### src/rtl/alu_issue_stage_pkg.sv
// Shared ALU opcode encoding and RV32I decode constants for the ALU issue stage.
package alu_issue_stage_pkg;

    localparam int ALU_OP_LENGTH = 4;

    typedef enum logic [ALU_OP_LENGTH-1:0] {
        ALU_OP_ADD  = 4'd0,
        ALU_OP_SUB  = 4'd1,
        ALU_OP_AND  = 4'd2,
        ALU_OP_OR   = 4'd3,
        ALU_OP_XOR  = 4'd4,
        ALU_OP_SLL  = 4'd5,
        ALU_OP_SRL  = 4'd6,
        ALU_OP_SRA  = 4'd7,
        ALU_OP_SLT  = 4'd8,
        ALU_OP_SLTU = 4'd9
    } alu_op_t;

    localparam logic [6:0] OPC_OP      = 7'b0110011;
    localparam logic [6:0] OPC_OPIMM   = 7'b0010011;
    localparam logic [6:0] FUNCT7_BASE = 7'b0000000;
    localparam logic [6:0] FUNCT7_ALT  = 7'b0100000;

    function automatic logic [31:0] sext12(input logic [11:0] v);
        return {{20{v[11]}}, v};
    endfunction

endpackage

### src/rtl/alu.sv
// Combinational ALU implementing every alu_op_t code; shift amount is right[log2(XLEN)-1:0].
module alu
    import alu_issue_stage_pkg::*;
#(
    parameter int XLEN = 32
) (
    input  alu_op_t         op,
    input  logic [XLEN-1:0] left,
    input  logic [XLEN-1:0] right,
    output logic [XLEN-1:0] result
);

    localparam int SHW = $clog2(XLEN);

    logic signed [XLEN-1:0] left_s;
    logic signed [XLEN-1:0] right_s;
    logic        [SHW-1:0]  shamt;

    assign left_s  = left;
    assign right_s = right;
    assign shamt   = right[SHW-1:0];

    always_comb begin
        result = '0;
        case (op)
            ALU_OP_ADD:  result = left + right;
            ALU_OP_SUB:  result = left - right;
            ALU_OP_AND:  result = left & right;
            ALU_OP_OR:   result = left | right;
            ALU_OP_XOR:  result = left ^ right;
            ALU_OP_SLL:  result = left << shamt;
            ALU_OP_SRL:  result = left >> shamt;
            ALU_OP_SRA:  result = left_s >>> shamt;
            ALU_OP_SLT:  result = {{(XLEN-1){1'b0}}, (left_s < right_s)};
            ALU_OP_SLTU: result = {{(XLEN-1){1'b0}}, (left < right)};
            default:     result = '0;
        endcase
    end

endmodule

### src/rtl/alu_decoder.sv
// Decodes RV32I OP / OP-IMM words into an ALU opcode, immediate select and legality flag.
module alu_decoder
    import alu_issue_stage_pkg::*;
(
    input  logic [31:0] instr,
    output alu_op_t     alu_op,
    output logic        use_imm,
    output logic [31:0] imm,
    output logic [4:0]  rd,
    output logic        illegal
);

    logic [6:0] opcode;
    logic [2:0] funct3;
    logic [6:0] funct7;
    logic       unused_rs1;

    assign opcode     = instr[6:0];
    assign funct3     = instr[14:12];
    assign funct7     = instr[31:25];
    assign unused_rs1 = ^instr[19:15];

    always_comb begin
        alu_op  = ALU_OP_ADD;
        use_imm = 1'b0;
        imm     = sext12(instr[31:20]);
        illegal = 1'b0;
        case (opcode)
            OPC_OP: begin
                if (funct7 == FUNCT7_BASE) begin
                    case (funct3)
                        3'b000:  alu_op = ALU_OP_ADD;
                        3'b001:  alu_op = ALU_OP_SLL;
                        3'b010:  alu_op = ALU_OP_SLT;
                        3'b011:  alu_op = ALU_OP_SLTU;
                        3'b100:  alu_op = ALU_OP_XOR;
                        3'b101:  alu_op = ALU_OP_SRL;
                        3'b110:  alu_op = ALU_OP_OR;
                        default: alu_op = ALU_OP_AND;
                    endcase
                end else if (funct7 == FUNCT7_ALT && funct3 == 3'b000) begin
                    alu_op = ALU_OP_SUB;
                end else if (funct7 == FUNCT7_ALT && funct3 == 3'b101) begin
                    alu_op = ALU_OP_SRA;
                end else begin
                    illegal = 1'b1;
                end
            end
            OPC_OPIMM: begin
                use_imm = 1'b1;
                case (funct3)
                    3'b000: alu_op = ALU_OP_ADD;
                    3'b010: alu_op = ALU_OP_SLT;
                    3'b011: alu_op = ALU_OP_SLTU;
                    3'b100: alu_op = ALU_OP_XOR;
                    3'b110: alu_op = ALU_OP_OR;
                    3'b111: alu_op = ALU_OP_AND;
                    3'b001: begin
                        // Shift immediates carry only the 5-bit amount; the upper field is an opcode extension.
                        imm     = {27'b0, instr[24:20]};
                        alu_op  = ALU_OP_SLL;
                        illegal = (funct7 != FUNCT7_BASE);
                    end
                    default: begin
                        imm     = {27'b0, instr[24:20]};
                        alu_op  = (funct7 == FUNCT7_ALT) ? ALU_OP_SRA : ALU_OP_SRL;
                        illegal = (funct7 != FUNCT7_BASE) && (funct7 != FUNCT7_ALT);
                    end
                endcase
            end
            default: illegal = 1'b1;
        endcase
    end

    assign rd = illegal ? 5'd0 : instr[11:7];

endmodule

### src/rtl/alu_issue_stage.sv
// Two-stage execute front-end: decode register (S1) feeding one ALU, then a result register (S2),
// with valid/ready handshakes on both sides.
module alu_issue_stage
    import alu_issue_stage_pkg::*;
#(
    parameter int XLEN = 32
) (
    input  logic            clk,
    input  logic            reset,
    input  logic            in_valid,
    output logic            in_ready,
    input  logic [31:0]     in_instr,
    input  logic [XLEN-1:0] in_rs1_val,
    input  logic [XLEN-1:0] in_rs2_val,
    output logic            out_valid,
    input  logic            out_ready,
    output logic [4:0]      out_rd,
    output logic [XLEN-1:0] out_result,
    output logic            out_illegal
);

    alu_op_t         dec_op;
    logic            dec_use_imm;
    logic [31:0]     dec_imm;
    logic [4:0]      dec_rd;
    logic            dec_illegal;

    logic            vld_p1;
    alu_op_t         alu_op_p1;
    logic [XLEN-1:0] left_p1;
    logic [XLEN-1:0] right_p1;
    logic [4:0]      rd_p1;
    logic            illegal_p1;

    logic            vld_p2;
    logic [XLEN-1:0] result_p2;
    logic [4:0]      rd_p2;
    logic            illegal_p2;

    logic            s2_can_load;
    logic [XLEN-1:0] alu_result;

    assign s2_can_load = !vld_p2 || out_ready;
    assign in_ready    = !vld_p1 || s2_can_load;

    alu_decoder u_decoder (
        .instr   (in_instr),
        .alu_op  (dec_op),
        .use_imm (dec_use_imm),
        .imm     (dec_imm),
        .rd      (dec_rd),
        .illegal (dec_illegal)
    );

    // S1: decode register
    always_ff @(posedge clk or posedge reset) begin
        if (reset) begin
            vld_p1 <= 1'b0;
        end else if (in_ready) begin
            vld_p1 <= in_valid;
        end
    end

    always_ff @(posedge clk) begin
        if (in_valid && in_ready) begin
            alu_op_p1  <= dec_op;
            left_p1    <= in_rs1_val;
            right_p1   <= dec_use_imm ? dec_imm : in_rs2_val;
            rd_p1      <= dec_rd;
            illegal_p1 <= dec_illegal;
        end
    end

    alu #(.XLEN(XLEN)) u_alu (
        .op     (alu_op_p1),
        .left   (left_p1),
        .right  (right_p1),
        .result (alu_result)
    );

    // S2: result register, held stable while writeback stalls
    always_ff @(posedge clk or posedge reset) begin
        if (reset) begin
            vld_p2     <= 1'b0;
            result_p2  <= '0;
            rd_p2      <= 5'd0;
            illegal_p2 <= 1'b0;
        end else if (s2_can_load) begin
            vld_p2 <= vld_p1;
            if (vld_p1) begin
                result_p2  <= illegal_p1 ? '0 : alu_result;
                rd_p2      <= rd_p1;
                illegal_p2 <= illegal_p1;
            end
        end
    end

    assign out_valid   = vld_p2;
    assign out_result  = result_p2;
    assign out_rd      = rd_p2;
    assign out_illegal = illegal_p2;

endmodule
### config.mk
export PLATFORM = sky130hd
export DESIGN_NAME = alu_issue_stage
export DESIGN_NICKNAME = d
export VERILOG_FILES = /design/src/rtl/alu_issue_stage_pkg.sv /design/src/rtl/alu.sv /design/src/rtl/alu_decoder.sv /design/src/rtl/alu_issue_stage.sv
export SDC_FILE = /design/constraint.sdc
export NUM_CORES = 1
export LEC_CHECK = 0
export CORE_MARGIN = 2
export CORE_UTILIZATION = 53
export CTS_BUF_LIST = sky130_fd_sc_hd__clkbuf_8 sky130_fd_sc_hd__clkbuf_16
export CTS_CLUSTER_SIZE = 30
export DETAILED_ROUTE_END_ITERATION = 8
export GPL_TIMING_DRIVEN = 0
export PLACE_DENSITY = 0.76
export SYNTH_ARGS = -nofsm -noshare
export SYNTH_HDL_FRONTEND = slang
export SYNTH_SLANG_ARGS = --single-unit
### constraint.sdc
create_clock -name clk -period 3.73 [get_ports clk]
set_input_delay 1.119 -clock clk [delete_from_list [all_inputs] [get_ports clk]]
set_output_delay 1.119 -clock clk [all_outputs]
set_load 0.02 [all_outputs]
Word level (Yosys, flattened, before mapping)
Index checks and enable logic that the tools add are counted.

Register bits: 114. Latch bits: 0. RAM bits: 0. ROM bits: 0. Output and inout port bits: 40. Memories kept: 0.

Add/subtract/negate cells: 2. $mul: 0. Divide/modulo/power cells: 0. Magnitude comparators: 2. Eq/ne operators: 20. Shift-type cells: 3. Mux-type cells: 18. Bitwise gates (word level): 3. Reductions and logical operators: 14.

Operators by type and width (number): 32-bit one-hot mux with 10 select lines (1); 32-bit two-way mux (4); 32-bit less-than comparator (2); 4-bit one-hot mux with 7 select lines (2); 32-bit adder (1); 32-bit AND (1); 32-bit OR (1); 32-bit by 5-bit << shifter with 32-bit output (1); 32-bit by 5-bit right shift with 32-bit output (1); 32-bit by 5-bit >>> shifter with 32-bit output (1); 32-bit subtractor (1); 32-bit XOR (1); 4-bit by 3-bit == test with 1-bit output (second input constant) (4); 7-bit by 6-bit == test with 1-bit output (second input constant) (2); 3-bit == test (second input constant) (4); 4-bit by 2-bit == test with 1-bit output (second input constant) (2); 4-bit == test (second input constant) (2); 4-bit two-way mux (2); 4-bit one-hot mux with 2 select lines (1); 7-bit by 5-bit == test with 1-bit output (second input constant) (1); 7-bit zero test (1); 7-bit by 6-bit inequality test with 1-bit output (second input constant) (1); 7-bit nonzero test (1); 3-bit by 2-bit == test with 1-bit output (second input constant) (2); 12 further kinds (22).

Depth between registers and ports, before layout
Gate-level depths: netlist of the first run.

Word-level depth: 6. Mapped depth: 15. Gate-level depth less buffers: 13.

By module
A second synthesis of the first run with hierarchy kept.

Cells, all modules: 1488. Area, all modules: 12966.2 µm².

By module, submodules not included: alu (times used 1, cells each 1180, area each 8052.7 µm², sequential area each 0.0 µm²); alu_issue_stage (times used 1, cells each 234, area each 4398.0 µm², sequential area each 3223.1 µm²); alu_decoder (times used 1, cells each 74, area each 515.5 µm², sequential area each 0.0 µm²).

Least setup slack after synthesis of the first run
OpenSTA, ideal clock, no wires.

Path kind: register to register. Start: reg right_p1[3]. End: reg result_p2[27], in the netlist out_result[27]. Setup time: 0.138 ns. Data arrival time: 3.553 ns. Data required time: 3.592 ns. Setup slack: 0.039 ns. Stages on the path, launching flop included: 15. Buffers on the path: 3. Period minus slack after synthesis: 3.691 ns. Path through: edfxtp_1 -> clkbuf_1 -> clkinv_1 -> clkbuf_1 -> buf_1 -> ha_1 -> and2_4 -> a311o_1 -> o2111a_1 -> o21a_1 -> o311a_4 -> o311ai_4 -> a21oi_1 -> o21ai_1 -> nand4_1.

Cells in the longest elaborated chain, start to end: 3.

RTL lines: start: declaration (RTL line alu_issue_stage.sv:31) `logic [XLEN-1:0] right_p1;`; start signal: assignment (RTL line alu_issue_stage.sv:68) `right_p1 <= dec_use_imm ? dec_imm : in_rs2_val;`; 32-bit subtractor, or another cell as far along (RTL line alu.sv:27) `ALU_OP_SUB: result = left - right;`; 32-bit one-hot mux with 10 select lines (*) (RTL line alu.sv:25) `case (op)`; 32-bit two-way mux (*) (RTL line alu_issue_stage.sv:91) `result_p2 <= illegal_p1 ? '0 : alu_result;`; end signal: assignment (RTL line alu_issue_stage.sv:91); end: declaration (RTL line alu_issue_stage.sv:36) `logic [XLEN-1:0] result_p2;`.

Every way passes the cells marked *; elsewhere a longest branch is shown, timed or not. A chain may end at the register's enable or synchronous reset.

Worst setup path after layout of the first run
Start: reg alu_op_p1[0]. End: reg result_p2[23], in the netlist out_result[23].

Cells in the longest elaborated chain, start to end: 3.

RTL lines: start: declaration (RTL line alu_issue_stage.sv:29) `alu_op_t alu_op_p1;`; start signal: assignment (RTL line alu_issue_stage.sv:66) `alu_op_p1 <= dec_op;`; 4-bit == test, or another cell as far along (RTL line alu.sv:25); 32-bit one-hot mux with 10 select lines (*) (RTL line alu.sv:25); 32-bit two-way mux (*) (RTL line alu_issue_stage.sv:91).

Marks and branches as above.

==> results of run 1 <==
## kinds of logic after synthesis
logic type	after synthesis	synth area share [%]
AOI/OAI and AO/OA	505	26.2
and+or+nand+nor	439	15.8
buffers and inverters	208	7.03
muxes	114	15.2
DFF	114	24.9
adders and majority gates	102	9.98
xor gates and xnor gates	12	0.813
## flip-flops by register name, summed over array words and instances (netlist names)
register and flops:
rd_p1 5, vld_p1 1, right_p1 32, out_valid 1, out_result 32, out_illegal 1
out_rd 5, illegal_p1 1, alu_op_p1 4, left_p1 32
## path summary, 6_finish.rpt
path / cells past startpoint / slack (ps) / to / start
max: 7 / -20 / out_result[23] / alu_op_p1[0]
min: 2 / 480 / out_result[1] / out_result[1]
max reg2reg: 7 / -20 / out_result[23] / alu_op_p1[0]
min reg2reg: 2 / 480 / out_result[1] / out_result[1]
max in group asynchronous: 2 / 1930 / out_result[18] / reset
min in group asynchronous: 2 / 1210 / out_result[29] / reset
## synthesized netlist by cell type (11+ instances only)
library cell	n
and2_1	12
nand2b_1	11
o211ai_1	20
o21bai_1	14
mux2_2	21
nor3_1	31
nand3_1	38
a31oi_1	19
inv_1	100
mux4_2	64
mux2i_1	29
nor2_1	158
a211oi_1	11
a21oi_1	126
o21ai_1	11
a221oi_1	22
nand2_1	111
ha_1	100
o221ai_1	12
or3_1	17
clkbuf_1	58
a21o_1	40
buf_2	18
dfrtp_1	40
edfxtp_1	74
o21ai_0	106
## timing repair
action	in CTS	in global routing
cloned	0	0
gates resized for setup	32	24
pin swaps	1	3
endpoints found under the setup margin	29	22
buffers inserted	3	4
## power by group through the flow
stage / sequential [W] / combinational (W) / clock [W]
after global routing: 0.00156 / 0.00196 / 0.00182
after global placement: 0.00157 / 0.00171 / 0
after detailed placement: 0.00158 / 0.00174 / 0
final: 0.00156 / 0.00187 / 0.00179
after floorplan: 0.00153 / 0.00112 / 0
after CTS: 0.00155 / 0.00177 / 0.00177
## cells in the final DEF (no fill, tap or decap), types with 8 or more instances in the layout
cell type / instances
a211o_1: 9
a211oi_1: 10
a21o_1: 40
a21oi_1: 120
a221o_1: 10
a221oi_1: 22
a22o_1: 9
a22oi_1: 10
a31oi_1: 19
and2_1: 11
buf_1: 9
buf_2: 13
buf_4: 15
buf_6: 11
clkbuf_1: 54
clkbuf_16: 17
clkdlybuf4s50_1: 134
dfrtp_1: 40
edfxtp_1: 74
ha_1: 98
inv_1: 98
mux2_2: 21
mux2i_1: 29
mux4_2: 64
nand2_1: 111
nand2b_1: 11
nand3_1: 38
nand4_1: 8
nor2_1: 158
nor3_1: 30
nor4_1: 9
o2111ai_1: 9
o211ai_1: 20
o21ai_0: 101
o21ai_1: 14
o21bai_1: 14
o221ai_1: 12
o22ai_1: 10
or3_1: 17
xnor2_1: 8
## critical path: cells and delay by family, from the launching register on
family	cells	cell delay, ps
and+or+nand+nor	1	1270
buffers and inverters	3	1320
DFF	1	370
AOI/OAI and AO/OA	3	710
## layer usage
| metal | wire (um) | up-vias | share of wire, % |
|---|---|---|---|
| li1 | - | 5958 | - |
| met1 | 20900 | 6729 | 34 |
| met2 | 25900 | 1367 | 43 |
| met3 | 9850 | 322 | 16 |
| met4 | 4180 | 0 | 6.9 |
| met5 | 0 | - | 0 |
## final cells by class
type	count	area [um^2]	share of cell area [%]
sequential	114	3220	20.8
inverter	103	404	2.61
buffer	101	558	3.61
tap	324	405	2.62
clock buffer	17	425	2.75
clock inverter	15	171	1.11
timing repair buffer	141	1390	9.00
multi-input combinational	1172	8900	57.5
## stage by stage
| stage | power, W | instances | util (%) |
|---|---|---|---|
| after floorplan | 0.00265 | 1494 | - |
| after global routing | 0.00534 | 1987 | 64.2 |
| final | 0.00523 | 1987 | 64.2 |
| after CTS | 0.00508 | 1986 | 63.9 |
| after detailed placement | 0.00331 | 1952 | 60.9 |
| after global placement | 0.00329 | 1952 | 60.9 |
==> summary.txt, run 1 <==
Die area -> 25700 um^2
Required time worst endpoint -> 4090 ps
CTS clock-pin slew for the worst setup and hold paths -> 70 ps
P&R area growth vs syn -> 19.7%
FFs w/ async S/R, synth -> 35.1%
Clock sinks -> 114
Synth Warn # -> 0
CP arrival -> 4110 ps
P_sw -> 0.00207 W
Clock group share of total power -> 34.3%
Core area -> 24100 um^2
First-pass GRT wire length -> 88900 um
Worst slew pin tran -> 1440 ps
Startpoint Class -> flop
Clock buffer depth -> 2
Hold_buf cts -> 0
Slew headroom -> 3.40%
Slew Limit Fails -> 0
Rows -> 57
PwrDens -> 338 nW/um^2
Comb power frac -> 35.8%
Via density -> 7.24
Syn Area/Cell -> 8.66 um^2
Setup tns final -> -47.6 ps
DPL Wire Length -> 47400 um
Fin. Hold Viols -> 0
Leak pwr -> 6.24 nW
Final Critical Period -> 3750 ps
Yosys reg bits -> 114
Cell taking the most area after synthesis -> edfxtp_1
Crit path cell chain -> clkbuf_1 > clkbuf_1 > nor4_2 > clkbuf_1 > o21ai_0 > a32oi_1 > a2bb2oi_1
Nature of the critical path endpoint -> flop
Fmax -> 267 MHz
Design Area, Final -> 15500 um^2
Port Buffer Count -> 134
Cell Int Power -> 0.00316 W
Largest cells by area after synthesis -> edfxtp_1 17%, mux4_2 11%, ha_1 9.7%, dfrtp_1 7.7%, a21oi_1 4.9%
GRT Max-Usage Layer -> met2
DP Area -> 14700 um^2
Routed len/inst -> 30.7 um
Final setup fails -> 4
Slowest CP cell -> nor4_2
Layout cells sized above 1 -> 12.5%
Status -> complete, but fails checks
Worst hold-check path type -> flop to flop
EDFF count, synth -> 74
DP Worst Slack -> -1240 ps
CP Max Fanout -> 10
GRT Residual Overflow -> 0
Die span in x -> 160 um
Drt pass-1 iters -> 7
Main flop type after synthesis -> edfxtp_1
Cell Area, Synth -> 12900 um^2
Largest net degree at the start of global routing -> 75
Iter 0 DRT Violations -> 2267
Max Cap Viol -> 0
Initial antenna violation count -> 1
Vias in the first global route -> 13800
GRT Overall Usage -> 46.9%
Via Count -> 14400
Met3 Use GR -> 17.0%
Clk_lat worst skew -> 440 ps
Post-synth top area share -> 17.2%
CTS tree -> done
Synthesized instance count -> 1494
Crit-path most repeated cell -> clkbuf_1
Maximum VDD drop -> 0.275 mV
Sw Share -> 39.5%
TritonCTS Buffers -> 17
Fillers -> 2040
Unique masters post-synth -> 83
Sequential area share after synthesis -> 24.9%
Hold slack -> 476 ps
Syn Nets -> 1696
Initial Utilization -> 53.6%
H-Tree Depth -> 4
Residual DRC -> 0
GR Layer Usage met2 -> 71.4%
Kind of critical path -> flop to flop
Clk_skew -> 24.2 ps
Diodes inserted -> 0
Nets -> 1852
Post-DRT Antenna Nets -> 0
Period utilization -> 101%
Seq pwr share -> 29.9%
Failing checks -> setup timing
Max incr delay on CP -> 1270 ps
Root buf cell -> clkbuf_16
Fin worst setup slack -> -19.5 ps
IO Pins -> 140
Post-Route WL -> 60900 um
Met1 usage in global routing -> 58.1%
Placer congestion estimate -> 1.08
Die H -> 160 um
No activity file was read; power rests on OpenSTA's default activity.
==> run 2, diff against run 1 <==
- HOLD_SLACK_MARGIN: not set -> 0.05
==> results of run 2 <==
Final layout, timing and power as in run 1 (identical DEF).
==> run 3, diff against run 2 <==
- GPL_ROUTABILITY_DRIVEN: not set -> 1
- HOLD_SLACK_MARGIN: 0.05 -> 0.12
==> results of run 3 <==
Final layout, timing and power as in run 1 (identical DEF).
